--- src/rtl/subleq_mem_arbiter_if.sv ---
// rtl/subleq_mem_arbiter_if.sv - CPU, host and memory signals of the subleq memory arbiter
interface subleq_mem_arbiter_if #(
    parameter int WORD_SIZE = 16
);
    logic                 cpu_halt;
    logic                 cpu_halted;
    logic                 cpu_load;
    logic [WORD_SIZE-1:0] cpu_addr;
    logic [WORD_SIZE-1:0] cpu_wdata;
    logic [WORD_SIZE-1:0] cpu_rdata;

    logic                 host_req;
    logic                 host_we;
    logic [WORD_SIZE-1:0] host_addr;
    logic [WORD_SIZE-1:0] host_wdata;
    logic                 host_grant;
    logic                 host_ack;
    logic [WORD_SIZE-1:0] host_rdata;

    logic [WORD_SIZE-1:0] mem_addr;
    logic [WORD_SIZE-1:0] mem_wdata;
    logic                 mem_we;
    logic [WORD_SIZE-1:0] mem_rdata;

    modport master (
        output cpu_halt, cpu_rdata, host_grant, host_ack, host_rdata,
        output mem_addr, mem_wdata, mem_we,
        input  cpu_halted, cpu_load, cpu_addr, cpu_wdata,
        input  host_req, host_we, host_addr, host_wdata, mem_rdata
    );

    modport slave (
        input  cpu_halt, cpu_rdata, host_grant, host_ack, host_rdata,
        input  mem_addr, mem_wdata, mem_we,
        output cpu_halted, cpu_load, cpu_addr, cpu_wdata,
        output host_req, host_we, host_addr, host_wdata, mem_rdata
    );
endinterface

--- src/rtl/subleq_mem_arbiter.sv ---
// rtl/subleq_mem_arbiter.sv - shares the subleq single-port memory between the CPU and a host port
module subleq_mem_arbiter #(
    parameter int WORD_SIZE      = 16,
    parameter int MIN_CPU_CYCLES = 4
) (
    input logic                  clk,
    input logic                  areset,
    subleq_mem_arbiter_if.master bus
);
    localparam int CW = (MIN_CPU_CYCLES > 0) ? $clog2(MIN_CPU_CYCLES + 1) : 1;

    typedef enum logic [2:0] {
        RUN,
        DRAIN,
        HOST_IDLE,
        HOST_ACCESS,
        COOLDOWN
    } state_t;

    state_t               state_q, state_d;
    logic [CW-1:0]        cnt_q, cnt_d, cnt_dec;
    logic                 cpu_halt_q, host_grant_q, host_ack_q;
    logic [WORD_SIZE-1:0] host_rdata_q, host_rdata_d;
    logic                 issue;

    // The ack cycle masks host_req so a held request cannot re-issue early.
    assign issue   = bus.host_req && !host_ack_q;
    assign cnt_dec = cnt_q - CW'(1);

    always_comb begin
        state_d = state_q;
        cnt_d   = cnt_q;
        unique case (state_q)
            RUN: begin
                if (bus.host_req) state_d = DRAIN;
            end
            DRAIN: begin
                if (bus.cpu_halted) state_d = HOST_IDLE;
            end
            HOST_IDLE: begin
                if (issue) begin
                    state_d = HOST_ACCESS;
                end else if (!bus.host_req && !host_ack_q) begin
                    if (MIN_CPU_CYCLES == 0) begin
                        state_d = RUN;
                    end else begin
                        state_d = COOLDOWN;
                        cnt_d   = CW'(MIN_CPU_CYCLES);
                    end
                end
            end
            HOST_ACCESS: begin
                state_d = HOST_IDLE;
            end
            COOLDOWN: begin
                // Leaving on the decrement to 1 counts the RUN cycle into the window.
                cnt_d = cnt_dec;
                if (cnt_dec <= CW'(1)) begin
                    state_d = RUN;
                    cnt_d   = '0;
                end
            end
            default: begin
                state_d = RUN;
                cnt_d   = '0;
            end
        endcase
    end

    always_comb begin
        bus.mem_addr  = bus.cpu_addr;
        bus.mem_wdata = bus.cpu_wdata;
        bus.mem_we    = !bus.cpu_load;
        if (state_q == HOST_IDLE || state_q == HOST_ACCESS) begin
            bus.mem_addr  = bus.host_addr;
            bus.mem_wdata = bus.host_wdata;
            bus.mem_we    = (state_q == HOST_IDLE) && issue && bus.host_we;
        end
    end

    assign host_rdata_d = (state_q == HOST_ACCESS && !bus.host_we) ? bus.mem_rdata : host_rdata_q;

    always_ff @(posedge clk or posedge areset) begin
        if (areset) begin
            state_q      <= RUN;
            cnt_q        <= '0;
            cpu_halt_q   <= 1'b0;
            host_grant_q <= 1'b0;
            host_ack_q   <= 1'b0;
            host_rdata_q <= '0;
        end else begin
            state_q      <= state_d;
            cnt_q        <= cnt_d;
            cpu_halt_q   <= (state_d == DRAIN) || (state_d == HOST_IDLE) || (state_d == HOST_ACCESS);
            host_grant_q <= (state_d == HOST_IDLE) || (state_d == HOST_ACCESS);
            host_ack_q   <= (state_q == HOST_ACCESS);
            host_rdata_q <= host_rdata_d;
        end
    end

    assign bus.cpu_halt   = cpu_halt_q;
    assign bus.host_grant = host_grant_q;
    assign bus.host_ack   = host_ack_q;
    assign bus.host_rdata = host_rdata_q;
    assign bus.cpu_rdata  = bus.mem_rdata;
endmodule

--- src/flat_wrapper.sv ---
// flat-port wrapper written by rule: the top's interface ports become plain ports
module subleq_mem_arbiter_flat 
#(
    parameter int WORD_SIZE      = 16,
    parameter int MIN_CPU_CYCLES = 4
)
  (clk, areset, bus_cpu_halt, bus_cpu_rdata, bus_host_grant, bus_host_ack, bus_host_rdata, bus_mem_addr, bus_mem_wdata, bus_mem_we, bus_cpu_halted, bus_cpu_load, bus_cpu_addr, bus_cpu_wdata, bus_host_req, bus_host_we, bus_host_addr, bus_host_wdata, bus_mem_rdata);
  subleq_mem_arbiter_if #(.WORD_SIZE(WORD_SIZE)) bus_i ();
  input logic clk;
  input logic areset;
  output wire logic [$bits(bus_i.cpu_halt)-1:0] bus_cpu_halt;
  output wire logic [$bits(bus_i.cpu_rdata)-1:0] bus_cpu_rdata;
  output wire logic [$bits(bus_i.host_grant)-1:0] bus_host_grant;
  output wire logic [$bits(bus_i.host_ack)-1:0] bus_host_ack;
  output wire logic [$bits(bus_i.host_rdata)-1:0] bus_host_rdata;
  output wire logic [$bits(bus_i.mem_addr)-1:0] bus_mem_addr;
  output wire logic [$bits(bus_i.mem_wdata)-1:0] bus_mem_wdata;
  output wire logic [$bits(bus_i.mem_we)-1:0] bus_mem_we;
  input wire logic [$bits(bus_i.cpu_halted)-1:0] bus_cpu_halted;
  input wire logic [$bits(bus_i.cpu_load)-1:0] bus_cpu_load;
  input wire logic [$bits(bus_i.cpu_addr)-1:0] bus_cpu_addr;
  input wire logic [$bits(bus_i.cpu_wdata)-1:0] bus_cpu_wdata;
  input wire logic [$bits(bus_i.host_req)-1:0] bus_host_req;
  input wire logic [$bits(bus_i.host_we)-1:0] bus_host_we;
  input wire logic [$bits(bus_i.host_addr)-1:0] bus_host_addr;
  input wire logic [$bits(bus_i.host_wdata)-1:0] bus_host_wdata;
  input wire logic [$bits(bus_i.mem_rdata)-1:0] bus_mem_rdata;
  assign bus_cpu_halt = bus_i.cpu_halt;
  assign bus_cpu_rdata = bus_i.cpu_rdata;
  assign bus_host_grant = bus_i.host_grant;
  assign bus_host_ack = bus_i.host_ack;
  assign bus_host_rdata = bus_i.host_rdata;
  assign bus_mem_addr = bus_i.mem_addr;
  assign bus_mem_wdata = bus_i.mem_wdata;
  assign bus_mem_we = bus_i.mem_we;
  assign bus_i.cpu_halted = bus_cpu_halted;
  assign bus_i.cpu_load = bus_cpu_load;
  assign bus_i.cpu_addr = bus_cpu_addr;
  assign bus_i.cpu_wdata = bus_cpu_wdata;
  assign bus_i.host_req = bus_host_req;
  assign bus_i.host_we = bus_host_we;
  assign bus_i.host_addr = bus_host_addr;
  assign bus_i.host_wdata = bus_host_wdata;
  assign bus_i.mem_rdata = bus_mem_rdata;
  subleq_mem_arbiter #(.WORD_SIZE(WORD_SIZE), .MIN_CPU_CYCLES(MIN_CPU_CYCLES)) u_core (.clk(clk), .areset(areset), .bus(bus_i));
endmodule
--- config.mk ---
export PLATFORM = sky130hd
export DESIGN_NAME = subleq_mem_arbiter_flat
export DESIGN_NICKNAME = d
export VERILOG_FILES = /design/src/rtl/subleq_mem_arbiter_if.sv /design/src/rtl/subleq_mem_arbiter.sv /design/src/flat_wrapper.sv
export SDC_FILE = /design/constraint.sdc
export NUM_CORES = 1
export LEC_CHECK = 0
export ABC_AREA = 1
export BUFFER_PORTS_ARGS = -buffer_cell sky130_fd_sc_hd__buf_2
export CAP_MARGIN = 20
export CORE_ASPECT_RATIO = 1.75
export CORE_MARGIN = 2
export CORE_UTILIZATION = 41
export CTS_BUF_LIST = sky130_fd_sc_hd__clkbuf_16
export DETAILED_ROUTE_END_ITERATION = 16
export PLACE_DENSITY = 0.86
export SYNTH_ARGS = -nofsm -noshare
export SYNTH_HDL_FRONTEND = slang
export SYNTH_SLANG_ARGS = --single-unit
--- constraint.sdc ---
create_clock -name clk -period 2.31 [get_ports clk]
set_clock_uncertainty 0.05 [all_clocks]
set_input_delay 0 -clock clk [delete_from_list [all_inputs] [get_ports clk]]
set_output_delay 0 -clock clk [all_outputs]
set_load 0.01 [all_outputs]
# After elaboration in Yosys (flattened, before gate mapping)
# Index checks and enable logic that the tools add are counted.
[classes]
muxes = 13
addsub = 1
reduce_logical = 16
n_eq_ne = 9
bitwise_logic = 1
magnitude_cmp = 1
[ops]
columns = ["cell", "n"]
rows = [
  ["$mux 16", 2],
  ["$mux 3", 8],
  ["$pmux 3 s5", 1],
  ["$eq 3x2->1 const B", 4],
  ["$pmux 3 s3", 1],
  ["$eq 3x1->1 const B", 2],
  ["$logic_and 1x1->1", 5],
  ["$logic_not 1->1", 4],
  ["$logic_or 1x1->1", 4],
  ["$eq 3x3->1 const B", 1],
  ["$le 3x1->1 const B", 1],
  ["$logic_not 3->1", 1],
  ["$reduce_and 3->1", 1],
  ["$reduce_or 3->1", 1],
  ["$sub 3x1->3 const B", 1],
  ["$ne 2x1->1 const B", 1],
  ["$ne 2x2->1 const B", 1],
  ["$mux 1", 1],
  ["$not 1->1", 1],
]
[word_totals]
wordCells = 47
regBits = 25

# Logic depth before layout (Yosys ltp)
# Gate-level depths: netlist (run 1).
[logic_depth]
word_depth = 8
depth_mapped = 7
ltp_nobuf = 6

# Worst setup path before layout (run 1)
# OpenSTA, ideal clock, no wires.
[synth_timing]
path_kind = "register -> register"
startpoint = "register u_core.state_q[2]"
endpoint = "register u_core.host_rdata_q[10], in the netlist u_core.bus.host_rdata[10]"
slack_ns = 1.066
period_less_slack_ns = 1.244
setup_ns = 0.117
path_buffers = 1
arrival_ns = 1.077
stages_incl_launch_ff = 8
path_cell_list = "dfrtp_1 inv_2 nand2_4 nor2_8 nand2_2 buf_2 nand2_1 nand2_1"
[synth_via]
elab_chain_len = 2
[synth_rtl]
columns = ["element", "line", "rtl"]
rows = [
  ["start: declaration", "subleq_mem_arbiter.sv:20", "state_t state_q, state_d;"],
  ["start signal: assignment", "subleq_mem_arbiter.sv:92", "state_q <= state_d;"],
  ["$eq 3x2->1", "subleq_mem_arbiter.sv:81", "assign host_rdata_d = (state_q == HOST_ACCESS && !bus.host_we) ? bus.mem_rdata : host_rdata_q;"],
  ["$logic_and 1x1->1", "subleq_mem_arbiter.sv:81", ""],
  ["end signal: assignment", "subleq_mem_arbiter.sv:97", "host_rdata_q <= host_rdata_d;"],
  ["end: declaration", "subleq_mem_arbiter.sv:23", "logic [WORD_SIZE-1:0] host_rdata_q, host_rdata_d;"],
]
# Every way passes these cells.
# A chain may end at the register's enable or synchronous reset.

# Worst setup path in the final report (run 1)
[layout_timing]
startpoint = "register u_core.state_q[2]"
endpoint = "output bus_mem_addr[8]"
[layout_via]
elab_chain_len = 3
word_cells_on_any_way = 4
cone_classes = "eq/ne: 2; mux: 1; reduce/logical: 1"
[layout_rtl]
columns = ["element", "line", "rtl"]
rows = [
  ["$eq 3x2->1", "subleq_mem_arbiter.sv:74", "if (state_q == HOST_IDLE || state_q == HOST_ACCESS) begin"],
  ["$logic_or 1x1->1 (*)", "subleq_mem_arbiter.sv:74", ""],
  ["$mux 16 (*)", "subleq_mem_arbiter.sv:74", ""],
  ["end: declaration", "flat_wrapper.sv:16", "output wire logic [$bits(bus_i.mem_addr)-1:0] bus_mem_addr;"],
]
# Every way passes the cells marked *; elsewhere a longest branch is shown, timed or not.

==> results of run 1 <==
[tightest hold or removal path: cells and delay by family]
family                 cells  cell delay, ns
buffers and inverters      1            0.12
and+or+nand+nor            2            0.17
[cell usage after synthesis (2+ instances only)]
library cell	count	area, sq um
buf_2	2	10.0
buf_4	16	120
buf_6	6	67.6
clkbuf_1	2	7.51
dfrtp_1	25	626
ha_1	2	25.0
inv_1	42	158
inv_2	2	7.51
nand2_1	76	285
nand3_1	22	110
nor2_1	11	41.3
o21ai_0	24	120
o21ai_2	11	96.3
[area by class of cell]
| cell class | count | area (sq um) | area share |
|---|---|---|---|
| Clock inverter | 1 | 7.51 | 0.00285 |
| Inverter | 45 | 169 | 0.0640 |
| Sequential cell | 25 | 626 | 0.237 |
| Timing Repair Buffer | 171 | 943 | 0.358 |
| Multi-Input combinational cell | 153 | 756 | 0.287 |
| Clock buffer | 3 | 75.1 | 0.0285 |
| Tap cell | 49 | 61.3 | 0.0232 |
[sequential cells by signal, summed over array words and instances (netlist names)]
| register | cells |
|---|---|
| u_core.bus.host_rdata | 16 |
| u_core.bus.host_grant | 1 |
| u_core.bus.host_ack | 1 |
| u_core.state_q | 3 |
| u_core.bus.cpu_halt | 1 |
| u_core.cnt_q | 3 |
[through the flow]
| stage | power, mW | utilization |
|---|---|---|
| 6_report | 2.86 | 0.642 |
| 4_1_cts | 2.87 | 0.642 |
| 3_3_place_gp | 2.40 | 0.580 |
| 3_5_place_dp | 2.45 | 0.580 |
| 5_1_grt | 3.10 | 0.642 |
| 2_1_floorplan | 1.93 | - |
[worst paths after layout]
kind / endpoint / slack, ns / cells after the start
setup / recovery: bus_mem_addr[8] / 0.33 / 7
hold / removal: u_core.state_q[0] / 0.02 / 3
setup reg to reg: u_core.bus.host_rdata[12] / 0.82 / 6
hold reg to reg: u_core.bus.host_rdata[4] / 0.42 / 2
max in group asynchronous: u_core.state_q[0] / 1.19 / 3
min in group asynchronous: u_core.bus.host_rdata[8] / 0.44 / 3
[cell families after synthesis]
family | Yosys count | synth area share
buffers and inverters | 71 | 0.214
adders and majority gates | 2 | 0.0143
xor gates and xnor gates | 1 | 0.00501
AOI/OAI and AO/OA | 36 | 0.128
DFF | 25 | 0.358
and+or+nand+nor | 114 | 0.281
[report_power, final]
part	switching [mW]	leakage [nW]	total [mW]	internal, mW
Combinational	1.05	1.27	1.72	0.668
Sequential	0.117	0.316	0.748	0.631
Clock	0.160	0.0371	0.396	0.235
Total	1.32	1.63	2.86	1.53
[per-layer routing]
metal / global-route usage / wire (um)
met5: 0 / 0
met1: 0.229 / 1910
met3: 0.0348 / 333
met2: 0.398 / 2840
met4: 0.113 / 182
==> results.yml, run 1 <==
outcome:
  status: "finished clean"
place:
  gp_congestion: 0.811
  dpl_cell_area_sq_um: 2380
  port_buffers: 153
  dp_cells: 426
  pre_cts_slack_ns: 0.640
  hpwl_um: 3970
critical_path:
  critPathMaxFanout: 65
  cpMaxStageDelayCell: "buf_4"
  max_stage_delay_ns: 0.49
  crit_arrival_ns: 1.93
  cp_cell_sequence: "inv_2, nand3_2, o21ai_4, buf_4, nand2_1, o21ai_0, buf_2"
  reg2reg_from: "u_core.state_q[2]"
  critical_path.startpoint: "u_core.state_q[2]"
  critPathBufInv: 3
  worstSetupPathType: "reg2out"
  cp_top_family: "buffers and inverters"
  end_kind: "primary output"
  crit_required_ns: 2.26
  startpoint_type: "register"
final_layout:
  final_net_count: 487
  layout_common_cells: "buf_2 (153), nand2_1 (76), inv_1 (42)"
  final_cells: 447
  syn2layout_area_growth_pct: 50.9
  final_area_sq_um: 2640
  diodes: 0
  final_common_cell: "buf_2"
  nFillCells: 375
  post_route_cells_drive_above_1_share: 0.440
die:
  die_w_um: 53.4
  fp-row-count: 31
  initial_core_util: 0.425
  die_area_sq_um: 4820
  die_h_um: 90.4
  core_area_sq_um: 4110
  io_pins: 154
synthesis:
  async_flop_share: 1.00
  synth.distinct_cells: 21
  synth_seq_area_share: 0.358
  syn-mean-instance-area_sq_um: 7.02
  synthCells: 249
  synth_nets: 337
  yosysWarningCount: 0
  synth-edff-count: 0
  syn_area_sq_um: 1750
  ys_ff_latch: 25
  synthFlopType: "dfrtp_1"
job:
  drv_cap: 0
cts:
  numCtsBuffers: 3
  cts_max_level: 1
  clk_pin_slew_worst_paths_ns: 0.06
  clk_path_buf_depth: 2
  postCtsSetupRepairBufs: 0
  hold_buffers: 17
  clkLatencyLatePin_ns: 0.26
  cts.sinks: 25
  cts-root-buf: "clkbuf_16"
  tritoncts: "done"
  cts_resized: 0
global_route:
  grt_pass1_vias: 2003
  grt-ovfl-total: 0
  grt_pass1_wl_um: 8260
  antenna_found_initial: 0
  grt_use_total: 0.221
  grt_max_degree: 66
min_path:
  hold_path.startpoint: "bus_host_req"
  hp-class: "in2reg"
sta:
  relSlewSlack: 0.370
  rsz0062_at_grt: "no"
  fmax_mhz: 506
  worst_pin_slew_ns: 0.943
  maxSlewViolCount: 0
  setup-tns-final_ns: 0
  timing.final.setup_violations: 0
  fin_ws_ns: 0.332
  holdWs_ns: 0.0231
  finalCriticalPeriod_ns: 1.98
  timing.final.crit_share: 0.856
  finalHoldViolCount: 0
routing:
  wl_um: 5260
  firstDrtPassIters: 5
  avgViaCountPerCell: 4.60
  vias: 2054
  drc: 0
  antenna_left: 0
  drtIter0Drc: 27
  wire_per_inst_um: 11.8
pwr:
  power_density_nw_per_um2: 1080
  leakagePower_nw: 1.63
  ir_drop_mv: 0.737
Power figures use the tool's default switching activity.
==> run 2: changes to the inputs <==
Settings changed: BUFFER_PORTS_ARGS -buffer_cell sky130_fd_sc_hd__buf_2 to unset, CORE_AREA set to 2 2 59 61, CORE_ASPECT_RATIO 1.75 to unset, CORE_MARGIN 2 to unset, CORE_UTILIZATION 41 to unset, DIE_AREA set to 0 0 61 63, DONT_BUFFER_PORTS set to 1, GPL_TIMING_DRIVEN set to 0, PLACE_DENSITY 0.86 to 0.7.
==> run 2 against run 1 <==
Clock-buffer cell count did not move. Non-clock buffer count down 125. Cell area shrank 21%. Critical endpoint is now u_core.bus.host_rdata[14]. First-iteration DRC count rose to 4.2 times the previous value. Register-to-register slack got worse by 0.38 ns.
==> results.yml, run 2 (synthesized netlist as in run 1, its figures left out) <==
sta:
  relSlewSlack: 0.384
  finalHoldViolCount: 0
  setup-tns-final_ns: 0
  worst_pin_slew_ns: 0.923
  timing.final.crit_share: 0.811
  finalCriticalPeriod_ns: 1.87
  holdWs_ns: 0.0106
  timing.final.setup_violations: 0
  fmax_mhz: 534
  rsz0062_at_grt: "no"
  maxSlewViolCount: 0
global_route:
  gr-usage-met1: 0.280
  met3_usage: 0.0663
  grt_pass1_vias: 1436
  grt_use_total: 0.231
  use_met2: 0.378
  antenna_found_initial: 0
  top_usage_layer: "met2"
  grt_max_degree: 26
  grt_pass1_wl_um: 6640
  grt-ovfl-total: 0
final_layout:
  final_net_count: 362
  diodes: 0
  postLayoutCoreUtil: 0.645
  syn2layout_area_growth_pct: 19.3
  layout_common_cells: "nand2_1 (76), inv_1 (42), dfrtp_1 (25)"
  post_route_cells_drive_above_1_share: 0.165
  largest_reg_flops: 16
  final_common_cell: "nand2_1"
routing:
  drc: 0
  avgViaCountPerCell: 5.08
  antenna_left: 0
  vias: 1622
  wire_per_inst_um: 14.4
  drtIter0Drc: 114
  wl_um: 4610
  firstDrtPassIters: 4
cts:
  cts_max_level: 1
  cts.sinks: 25
  clk_pin_slew_worst_paths_ns: 0.06
  tritoncts: "done"
  cts-root-buf: "clkbuf_16"
  cts_resized: 0
  clk_path_buf_depth: 2
  clkLatencyLatePin_ns: 0.26
  numCtsBuffers: 3
critical_path:
  crit_required_ns: 2.46
  worstSetupPathType: "reg2reg"
  end_kind: "register"
  r2r_cells: 7
  r2r_slack_ns: 0.44
  crit_arrival_ns: 2.03
  startpoint_type: "register"
  critPathMaxFanout: 10
place:
  gp_congestion: 0.745
  port_buffers: 0
  hpwl_um: 3370
pwr:
  power_mw: 2.59
  power_density_nw_per_um2: 1240
  leakagePower_nw: 1.14
  ir_drop_mv: 0.579
die:
  die_w_um: 61
  io_pins: 154
  die_area_sq_um: 3840
  core_area_sq_um: 3230
  die_h_um: 63
  fp-row-count: 21
  initial_core_util: 0.541
job:
  drv_cap: 0
min_path:
  holdPathStages: 3
  hp-class: "in2reg"
outcome:
  status: "finished clean"
-- run 2: cell types whose count changed in the layout (fill, tap and decap cells not counted), sizes merged --
cell	before	now
clkinv	1	2
clkinvlp	1	0
dlygate4sd3	17	20
clkbuf	3	5
buf	154	24
-- run 2: path summary, 6_finish.rpt --
kind                                    from                   endpoint
setup reg to reg           u_core.state_q[2]  u_core.bus.host_rdata[14]
min in group asynchronous             areset      u_core.bus.host_grant
hold / removal                   bus_host_we  u_core.bus.host_rdata[11]
max in group asynchronous             areset   u_core.bus.host_rdata[0]
hold reg to reg              u_core.cnt_q[2]            u_core.cnt_q[2]
setup / recovery           u_core.state_q[2]  u_core.bus.host_rdata[14]
-- run 2: area by class of cell --
class / instances / area (sq um)
multi-input cells: 153 / 748
inverters: 45 / 169
flip-flops and latches: 25 / 626
clock inverters: 1 / 5.00
repair buffers: 20 / 200
plain buffers: 26 / 205
fillers: 284 / 1150
clock buffers: 3 / 75.1
well taps: 46 / 57.6
-- run 2: repair_timing --
action | 4_1_cts | 5_1_grt
setup endpoints to repair | 0 | 0
hold buffers | 20 | 0
endpoints found under the hold margin | 46 | 0
setup buffers | 0 | 0
-- run 2: worst max-delay path: stages, from the launching register on --
cell,delay [ns]
dfrtp_1,0.41
inv_2,0.14
nand2_4,0.10
nor2_8,0.16
buf_2,0.23
nand3_1,0.09
dlygate4sd3_1,0.57
nand2_1,0.06
-- run 2: report_power, final --
part / leakage [nW] / switching [mW] / internal, mW
combinational: 0.782 / 0.894 / 0.463
clock: 0.0409 / 0.153 / 0.233
sequential: 0.316 / 0.218 / 0.633
total: 1.14 / 1.26 / 1.33
-- run 2: per-stage QoR --
stage | instances | instance area, sq um | worst slack [ns]
floorplan | 249 | 1750 | 1.07
global placement | 295 | 1810 | 0.871
detailed placement | 295 | 1810 | 0.870
CTS | 319 | 2090 | 0.463
global route | 319 | 2090 | 0.343
finish | 319 | 2090 | 0.436
-- run 2: routing by layer --
layer  vias up  routed length, um  share of wire
met5         -                  0              0
met4         0                117          0.025
met3         8                298          0.065
li1        792                  -              -
met1       752               1780           0.39
met2        70               2410           0.52
==> run 3: changes to the inputs <==
Clock period 2.31 ns to 1.9 ns, I/O delays scaled along.
==> run 3 against run 2 <==
Non-clock buffer count fell by 1. Critical path type unchanged. Combinational power rose by 21%. Via count fell by 0.43%. Largest power group unchanged. Clock power rose by 22%. Hold slack got worse by 0.010 ns.
==> results.yml, run 3 (synthesized netlist as in run 1, its figures left out) <==
routing:
  vias: 1615
  drtIter0Drc: 99
  antenna_left: 0
  avgViaCountPerCell: 5.08
  firstDrtPassIters: 5
  wire_per_inst_um: 14.5
  wl_um: 4600
  drc: 0
cts:
  cts-root-buf: "clkbuf_16"
  tritoncts: "done"
  clkLatencyLatePin_ns: 0.26
  cts_resized: 0
  cts.sinks: 25
  clk_pin_slew_worst_paths_ns: 0.07
  cts_max_level: 1
  numCtsBuffers: 3
  clk_path_buf_depth: 2
sta:
  worst_pin_slew_ns: 0.914
  rsz0062_at_grt: "no"
  finalHoldViolCount: 0
  timing.final.setup_violations: 0
  fin_ws_ns: 0.160
  relSlewSlack: 0.390
  setup-tns-final_ns: 0
  timing.final.crit_share: 0.916
  finalCriticalPeriod_ns: 1.74
  fmax_mhz: 575
  maxSlewViolCount: 0
critical_path:
  r2r_slack_ns: 0.16
  reg2reg_to: "u_core.bus.host_rdata[14]"
  critPathMaxFanout: 18
  reg2reg_from: "u_core.state_q[2]"
  startpoint_type: "register"
  worstSetupPathType: "reg2reg"
  crit_arrival_ns: 1.90
  end_kind: "register"
  r2r_cells: 6
  critical_path.startpoint: "u_core.state_q[2]"
  crit_required_ns: 2.06
place:
  dpl_cell_area_sq_um: 1810
  port_buffers: 0
  hpwl_um: 3370
  pre_cts_slack_ns: 0.460
  gp_congestion: 0.745
global_route:
  grt_use_total: 0.231
  grt_max_degree: 26
  grt_pass1_vias: 1436
  antenna_found_initial: 0
  grt_pass1_wl_um: 6640
  grt-ovfl-total: 0
final_layout:
  post_route_cells_drive_above_1_share: 0.162
  final_net_count: 361
  layout_common_cells: "nand2_1 (76), inv_1 (42), dfrtp_1 (25)"
  largest_reg_flops: 16
  diodes: 0
  final_common_cell: "nand2_1"
  nFillCells: 285
  final_area_sq_um: 2080
  syn2layout_area_growth_pct: 19.0
min_path:
  hold_path.startpoint: "bus_host_we"
  hp-class: "in2reg"
  worstHoldEndpoint: "u_core.bus.host_rdata[10]"
  holdPathStages: 3
die:
  initial_core_util: 0.541
  die_w_um: 61
  io_pins: 154
  die_h_um: 63
  core_area_sq_um: 3230
  fp-row-count: 21
  die_area_sq_um: 3840
pwr:
  ir_drop_mv: 0.704
  switching_share: 0.489
  combPwrFrac: 0.522
  leakagePower_nw: 1.13
  p_sw_mw: 1.54
  power_frac_clock: 0.150
  power_density_nw_per_um2: 1510
  sequentialPowerShare: 0.328
  p_int_mw: 1.61
outcome:
  status: "finished clean"
job:
  drv_cap: 0
## run 3: changes by cell type in the layout (fill, tap and decap cells not counted)
| cell | before | now |
|---|---|---|
| buf_2 | 2 | 1 |
## run 3: worst max path at each step
stage | to | slack (ns) | depth (start not counted)
after floorplan | u_core.bus.host_rdata[10] | 0.66 | 7
after global routing | u_core.bus.host_rdata[14] | 0.07 | 6
after CTS | u_core.bus.host_rdata[14] | 0.05 | 7
final | u_core.bus.host_rdata[14] | 0.16 | 6
after global placement | bus_mem_wdata[6] | 0.46 | 6
after detailed placement | bus_mem_wdata[6] | 0.46 | 6
## run 3: metal layers
layer,share of wire,track usage
met5,0,0
met4,0.025,0.0842
met3,0.063,0.0663
met2,0.52,0.378
met1,0.39,0.280
## run 3: metrics by stage
stage          hold WS, ns  power, mW  instances   util
3_3_place_gp        0.0438       2.63        295  0.559
3_5_place_dp        0.0433       2.66        295  0.559
6_report          0.000165       3.15        318  0.644
4_1_cts            0.00148       3.16        319  0.645
2_1_floorplan      -0.0227       2.35        249      -
5_1_grt             0.0445       3.38        318  0.644
## run 3: area by class of cell
class	instances	area (sq um)	share of cell area
Buffer	25	200	0.0962
Clock buffer	3	75.1	0.0361
Clock inverter	1	5.00	0.00241
Inverter	45	169	0.0812
Multi-Input combinational cell	153	748	0.360
Sequential cell	25	626	0.301
Tap cell	46	57.6	0.0277
Timing Repair Buffer	20	200	0.0962
## run 3: timing repair
item                       4_1_cts  5_1_grt
hold endpoints to repair        46        0
hold buffers                    20        0
setup buffers                    0        0
setup endpoints to repair        0        1
## run 3: power groups by stage
stage / clock [mW] / sequential (mW) / combinational (mW)
finish: 0.474 / 1.03 / 1.64
global route: 0.499 / 1.07 / 1.82
CTS: 0.473 / 1.04 / 1.66
detailed placement: 0 / 1.04 / 1.62
global placement: 0 / 1.04 / 1.59
floorplan: 0 / 0.989 / 1.36
## run 3: worst max-delay path, stage by stage, from the launching register on
cell and delay (ns):
dfrtp_1 0.41, inv_2 0.14, nand2_4 0.10, nor2_8 0.23, nand3_1 0.11, dlygate4sd3_1 0.58
nand2_1 0.06
